<file path="config.mk">
export PLATFORM = sky130hd
export DESIGN_NAME = uart_prog_loader
export DESIGN_NICKNAME = d
export VERILOG_FILES = /design/src/rtl/uart_prog_loader.sv
export SDC_FILE = /design/constraint.sdc
export NUM_CORES = 1
export LEC_CHECK = 0
export CAP_MARGIN = 0
export CORE_MARGIN = 5
export CORE_UTILIZATION = 60
export DETAILED_ROUTE_END_ITERATION = 6
export DONT_BUFFER_PORTS = 1
export PLACE_DENSITY = 0.79
export SETUP_SLACK_MARGIN = 0.15
export SYNTH_ARGS = -nofsm -noshare
export SYNTH_HDL_FRONTEND = slang
export SYNTH_SLANG_ARGS = --single-unit
</file>
<file path="constraint.sdc">
create_clock -name clk -period 3 [get_ports clk]
set_clock_uncertainty 0.15 [all_clocks]
set_input_delay 0.3 -clock clk [delete_from_list [all_inputs] [get_ports clk]]
set_output_delay 0.3 -clock clk [all_outputs]
set_load 0.01 [all_outputs]
</file>
<file path="src/rtl/uart_prog_loader.sv">
// Program loader: turns a UART byte stream (16-bit LE word count + payload) into memory word writes.
// Define UART_LOADER_CHECKSUM_EN to append and verify an 8-bit additive checksum byte per frame.
module uart_prog_loader #(
    parameter int unsigned           WORD_WIDTH     = 32,
    parameter int unsigned           ADDR_WIDTH     = 32,
    parameter logic [ADDR_WIDTH-1:0] BASE_ADDR      = '0,
    parameter int unsigned           MAX_WORDS      = 256,
    parameter int unsigned           TIMEOUT_CYCLES = 5000000
) (
    input  logic                  clk,
    input  logic                  rst_n,
    input  logic                  enable_i,
    input  logic                  abort_i,
    input  logic [7:0]            rx_data_i,
    input  logic                  rx_valid_i,
    output logic                  mem_we_o,
    output logic [ADDR_WIDTH-1:0] mem_addr_o,
    output logic [WORD_WIDTH-1:0] mem_wdata_o,
    output logic [15:0]           word_count_o,
    output logic                  cpu_hold_o,
    output logic                  done_o,
    output logic                  error_o
);
    localparam int unsigned BYTES = WORD_WIDTH / 8;
    localparam int unsigned BW    = (BYTES > 1) ? $clog2(BYTES) : 1;
    localparam int unsigned TW    = (TIMEOUT_CYCLES > 1) ? $clog2(TIMEOUT_CYCLES + 1) : 1;

`ifdef UART_LOADER_CHECKSUM_EN
    typedef enum logic [2:0] {S_IDLE, S_LEN0, S_LEN1, S_DATA, S_CSUM, S_DONE, S_ERROR} state_t;
    localparam state_t S_END = S_CSUM;
`else
    typedef enum logic [2:0] {S_IDLE, S_LEN0, S_LEN1, S_DATA, S_DONE, S_ERROR} state_t;
    localparam state_t S_END = S_DONE;
`endif

    state_t                  state_q, state_d;
    logic [7:0]              len_lo_q, len_lo_d;
    logic [15:0]             len_q, len_d;
    logic [BW-1:0]           byte_idx_q, byte_idx_d;
    logic [WORD_WIDTH-1:0]   word_q, word_d;
    logic [TW-1:0]           tmr_q, tmr_d;
    logic                    mem_we_q, mem_we_d;
    logic [ADDR_WIDTH-1:0]   mem_addr_q, mem_addr_d;
    logic [WORD_WIDTH-1:0]   mem_wdata_q, mem_wdata_d;
    logic [15:0]             word_count_q, word_count_d;
    logic                    hold_q, done_q, error_q;
`ifdef UART_LOADER_CHECKSUM_EN
    logic [7:0]              csum_q, csum_d;
`endif
    logic                    busy;
    logic                    timeout_hit;
    logic [15:0]             len_rx;

    // Next-state and datapath; abort overrides everything and leaves the datapath untouched
    always_comb begin
        state_d      = state_q;
        len_lo_d     = len_lo_q;
        len_d        = len_q;
        byte_idx_d   = byte_idx_q;
        word_d       = word_q;
        mem_we_d     = 1'b0;
        mem_addr_d   = mem_addr_q;
        mem_wdata_d  = mem_wdata_q;
        word_count_d = word_count_q;
`ifdef UART_LOADER_CHECKSUM_EN
        csum_d       = csum_q;
`endif
        len_rx       = {rx_data_i, len_lo_q};
        busy         = !(state_q inside {S_IDLE, S_DONE, S_ERROR});
        timeout_hit  = (TIMEOUT_CYCLES != 0) && busy && !rx_valid_i &&
                       ((32'(tmr_q) + 32'd1) == 32'(TIMEOUT_CYCLES));
        tmr_d        = (busy && !rx_valid_i && TIMEOUT_CYCLES != 0) ? tmr_q + TW'(1) : '0;

        if (abort_i) begin
            state_d = S_IDLE;
        end else begin
            unique case (state_q)
                S_IDLE: begin
                    if (enable_i) begin
                        state_d      = S_LEN0;
                        byte_idx_d   = '0;
                        word_d       = '0;
                        word_count_d = '0;
`ifdef UART_LOADER_CHECKSUM_EN
                        csum_d       = '0;
`endif
                    end
                end
                S_LEN0: if (rx_valid_i) begin
                    len_lo_d = rx_data_i;
                    state_d  = S_LEN1;
                end
                S_LEN1: if (rx_valid_i) begin
                    len_d = len_rx;
                    if (32'(len_rx) > 32'(MAX_WORDS)) state_d = S_ERROR;
                    else if (len_rx == 16'd0)         state_d = S_END;
                    else                              state_d = S_DATA;
                end
                S_DATA: if (rx_valid_i) begin
                    word_d[8*int'(byte_idx_q) +: 8] = rx_data_i;
`ifdef UART_LOADER_CHECKSUM_EN
                    csum_d = csum_q + rx_data_i;
`endif
                    if (byte_idx_q == BW'(BYTES - 1)) begin
                        byte_idx_d   = '0;
                        mem_we_d     = 1'b1;
                        mem_wdata_d  = word_d;
                        mem_addr_d   = BASE_ADDR + ADDR_WIDTH'(BYTES) * ADDR_WIDTH'(word_count_q);
                        word_count_d = word_count_q + 16'd1;
                        if (word_count_q == len_q - 16'd1) state_d = S_END;
                    end else begin
                        byte_idx_d = byte_idx_q + BW'(1);
                    end
                end
`ifdef UART_LOADER_CHECKSUM_EN
                S_CSUM: if (rx_valid_i) begin
                    state_d = (rx_data_i == csum_q) ? S_DONE : S_ERROR;
                end
`endif
                S_DONE, S_ERROR: if (!enable_i) state_d = S_IDLE;
                default: state_d = S_IDLE;
            endcase
            if (timeout_hit) state_d = S_ERROR;
        end
    end

    // State and datapath registers
    always_ff @(posedge clk or negedge rst_n) begin
        if (!rst_n) begin
            state_q      <= S_IDLE;
            len_lo_q     <= '0;
            len_q        <= '0;
            byte_idx_q   <= '0;
            word_q       <= '0;
            tmr_q        <= '0;
            mem_we_q     <= 1'b0;
            mem_addr_q   <= BASE_ADDR;
            mem_wdata_q  <= '0;
            word_count_q <= '0;
            hold_q       <= 1'b0;
            done_q       <= 1'b0;
            error_q      <= 1'b0;
`ifdef UART_LOADER_CHECKSUM_EN
            csum_q       <= '0;
`endif
        end else begin
            state_q      <= state_d;
            len_lo_q     <= len_lo_d;
            len_q        <= len_d;
            byte_idx_q   <= byte_idx_d;
            word_q       <= word_d;
            tmr_q        <= tmr_d;
            mem_we_q     <= mem_we_d;
            mem_addr_q   <= mem_addr_d;
            mem_wdata_q  <= mem_wdata_d;
            word_count_q <= word_count_d;
            hold_q       <= !(state_d inside {S_IDLE, S_DONE, S_ERROR});
            done_q       <= (state_d == S_DONE);
            error_q      <= (state_d == S_ERROR);
`ifdef UART_LOADER_CHECKSUM_EN
            csum_q       <= csum_d;
`endif
        end
    end

    assign mem_we_o     = mem_we_q;
    assign mem_addr_o   = mem_addr_q;
    assign mem_wdata_o  = mem_wdata_q;
    assign word_count_o = word_count_q;
    assign cpu_hold_o   = hold_q;
    assign done_o       = done_q;
    assign error_o      = error_q;
endmodule
</file>
==> impl_metrics.toml <==
[synth]
synth_compound_area_frac = 0.137
syn-cell-area_um2 = 7640
avgSynthCellArea_um2 = 9.92
synthTopCellsByArea = "dfrtp_1 50%, nor2_1 5.8%, a221oi_1 3.8%, a22o_1 3.8%, mux2_2 3.5%"
netlist_top_cells_count = "152 x dfrtp_1, 119 x nor2_1, 70 x nand2_1"
synthMuxAreaShare = 0.0368
synth_adder_area_share = 0.0164
ys_seq_elements = 152
synth_most_common_cell = "dfrtp_1"
ys.flop_type = "dfrtp_1"
synthArstFlopShare = 1.00
synth.distinct_cells = 67
ys_seq_area_frac = 0.498
yosys.area.top_type_share = 0.498
synth_warnings = 0
yosysTopAreaCell = "dfrtp_1"
synthSimpleGateAreaFrac = 0.197
synth_edf_count = 0
synthCells = 771
synth_top_family_by_area = "simple AND/OR/NAND/NOR gates"
synthXorXnorAreaFrac = 0.0653

[routing]
wl_met1_um = 7400
wl_per_cell_um = 18.5
wl_met2_um = 8300
vias = 5851
drt_iter0_markers = 521
viasPerCell = 6.16
ant_nets = 0
route.met3.wl_um = 1470
drc_errors = 0
top_layer = "met4"
wl_um = 17600
firstDrtPassIters = 5

[worst_hold_path]
hold_class = "primary input to asynchronous set/reset pin"

[timing]
clock.fmax_mhz = 360
hold-worst-slack_ps = -578
slew_viol_final = 0
worst_pin_slew_ps = 920
finalSetupViolCount = 0
min_period_ps = 2780
rsz0062_at_grt = "true"
setup_tns_ps = 0
report.final.hold_viol_count = 152
relSlewSlack = 0.382
finalCritPeriodShare = 0.927

[power_and_ir_drop]
cellLeakagePower_uw = 0.00390
p_per_area_nw_per_um2 = 634
peakVddDrop_mv = 0.357

[clocking]
cts_tree = "yes"
hold_buffers = 9
clock-sinks = 152
cts.reportedPaths.clkPinSlew_ps = 60
clockBufferDepth = 2
clock-root-buffer = "clkbuf_16"
clock_latency_ps = 430
cts_made_buffers = 17
postCtsSetupBuffers = 0
cts_htree_levels = 4

[floorplan]
ios = 97
std_cell_rows = 41
die_area_um2 = 15100
fp.dieW_um = 123
start_util = 0.608
core-area_um2 = 12600
die_y_um = 123

[critical_path]
critical_path_class = "flop to flop"
ff2ff_setup_slack_ps = 220
cp_data_arrival_time_ps = 2940
rr_worst_depth = 7
cp-start-kind = "flop"
r2r-end = "cpu_hold_o$_DFF_PN0_"
crit_fanout = 8
reg2reg_from = "len_q[5]$_DFFE_PN0P_"
crit_required_ps = 3160
worst_setup_path_end_kind = "flop"

[global_route]
overflow = 0
grt_max_degree = 153
grt_pass1_wl_um = 28500
grt_pass1_vias = 5584
antenna_found_initial = 0
grtUsageTotal = 0.242

[cells_and_area]
nets = 788
fillCellCount = 1003
syn_to_final_growth_pct = 9.79
antenna_cells = 0
fin_util = 0.668
layout-drive-gt1-share = 0.105

[status]
violations = "hold timing"
status = "finished with violations"

[place]
dp_hpwl_um = 11500
place.gp.congestion = 0.887
numPortBuffers = 0

[run]
drv_cap = 0
==> report_power, final <==
part / leakage, uW / internal (uW) / total (uW) / switching, uW
sequential: 0.00209 / 2190 / 2370 / 179
clock: 0.000280 / 1230 / 2060 / 835
combinational: 0.00153 / 412 / 891 / 479
==> state kept, by name, summed over array words and instances, names as in the netlist <==
signal	cells
state_q	3
len_q	16
cpu_hold_o	1
word_q	32
byte_idx_q	2
word_count_o	16
error_o	1
mem_we_o	1
done_o	1
mem_wdata_o	32
mem_addr_o	16
len_lo_q	8
tmr_q	23
==> critical path, cell delays in order (launching register included) <==
cell	delay, ps
dfrtp_1	470
or4_4	590
or4_4	530
nand2_2	110
o311ai_4	90
nor4_4	330
o22ai_1	140
o211a_1	250
==> layout make-up <==
cell class,instances,area (um^2),share of cell area
inverter,16,60.1,0.00716
sequential,152,3800,0.453
multi-input combinational,555,3540,0.422
clock inverter,11,124,0.0148
tap,172,215,0.0256
timing repair buffer,23,208,0.0247
clock buffer,21,440,0.0525
==> cell families (layout without fill, tap and decap cells) <==
kind of cell / after synthesis / after routing
XOR/XNOR: 57 / 57
other: 1 / 16
AND/OR/NAND/NOR: 313 / 313
flip-flops: 152 / 152
AO/OA/AOI/OAI: 134 / 134
multiplexers: 25 / 25
adder cells (fa/ha/maj): 10 / 10
buffers and inverters: 79 / 71
==> metrics by stage <==
step / cell area, um^2 / total power (uW) / worst slack, ps / std cells
after detailed placement: 7720 / 3220 / 167 / 909
after global placement: 7720 / 3190 / 245 / 909
final: 8390 / 5320 / 218 / 950
after global routing: 8390 / 5560 / 111 / 950
after floorplan: 7700 / 3070 / 317 / 786
after CTS: 8380 / 5320 / 169 / 950
==> layout by cell type, fill, tap and decap left out, types with 5 or more instances in the layout <==
| cell type | count |
|---|---|
| dfrtp_1 | 152 |
| nor2_1 | 119 |
| nand2_1 | 70 |
| a22o_1 | 33 |
| a221oi_1 | 33 |
| xor2_1 | 30 |
| xnor2_1 | 27 |
| mux2_2 | 24 |
| nand3_1 | 23 |
| and3_1 | 21 |
| clkbuf_16 | 17 |
| nor3_1 | 16 |
| conb_1 | 16 |
| nor4_1 | 13 |
| buf_4 | 13 |
| inv_1 | 12 |
| o21ai_0 | 11 |
| a21oi_1 | 9 |
| ha_1 | 9 |
| dlygate4sd3_1 | 9 |
| o21ai_1 | 8 |
| nand4_1 | 7 |
| a31oi_1 | 6 |
| or3_1 | 5 |
==> worst max path at each step <==
stage,startpoint,end,slack [ps],depth (start not counted)
after global routing,len_q[3]$_DFFE_PN0P_,cpu_hold_o$_DFF_PN0_,110,7
after detailed placement,len_q[3]$_DFFE_PN0P_,cpu_hold_o$_DFF_PN0_,170,7
final,len_q[5]$_DFFE_PN0P_,cpu_hold_o$_DFF_PN0_,220,7
after floorplan,len_q[0]$_DFFE_PN0P_,cpu_hold_o$_DFF_PN0_,320,9
after CTS,len_q[0]$_DFFE_PN0P_,cpu_hold_o$_DFF_PN0_,170,9
after global placement,len_q[0]$_DFFE_PN0P_,cpu_hold_o$_DFF_PN0_,240,9
==> per-layer routing <==
layer,GRT usage,vias to the layer above
li1,-,2699
met1,0.323,2876
met2,0.380,231
met3,0.0714,45
met4,0.0840,0
met5,0,-
==> what timing repair did <==
action                                  4_1_cts  5_1_grt
hold endpoints to repair                    237      152
pin swaps                                     0        1
endpoints found under the setup margin        1        5
gates resized for setup                       1        4
(Power assumes the default switching activity.)
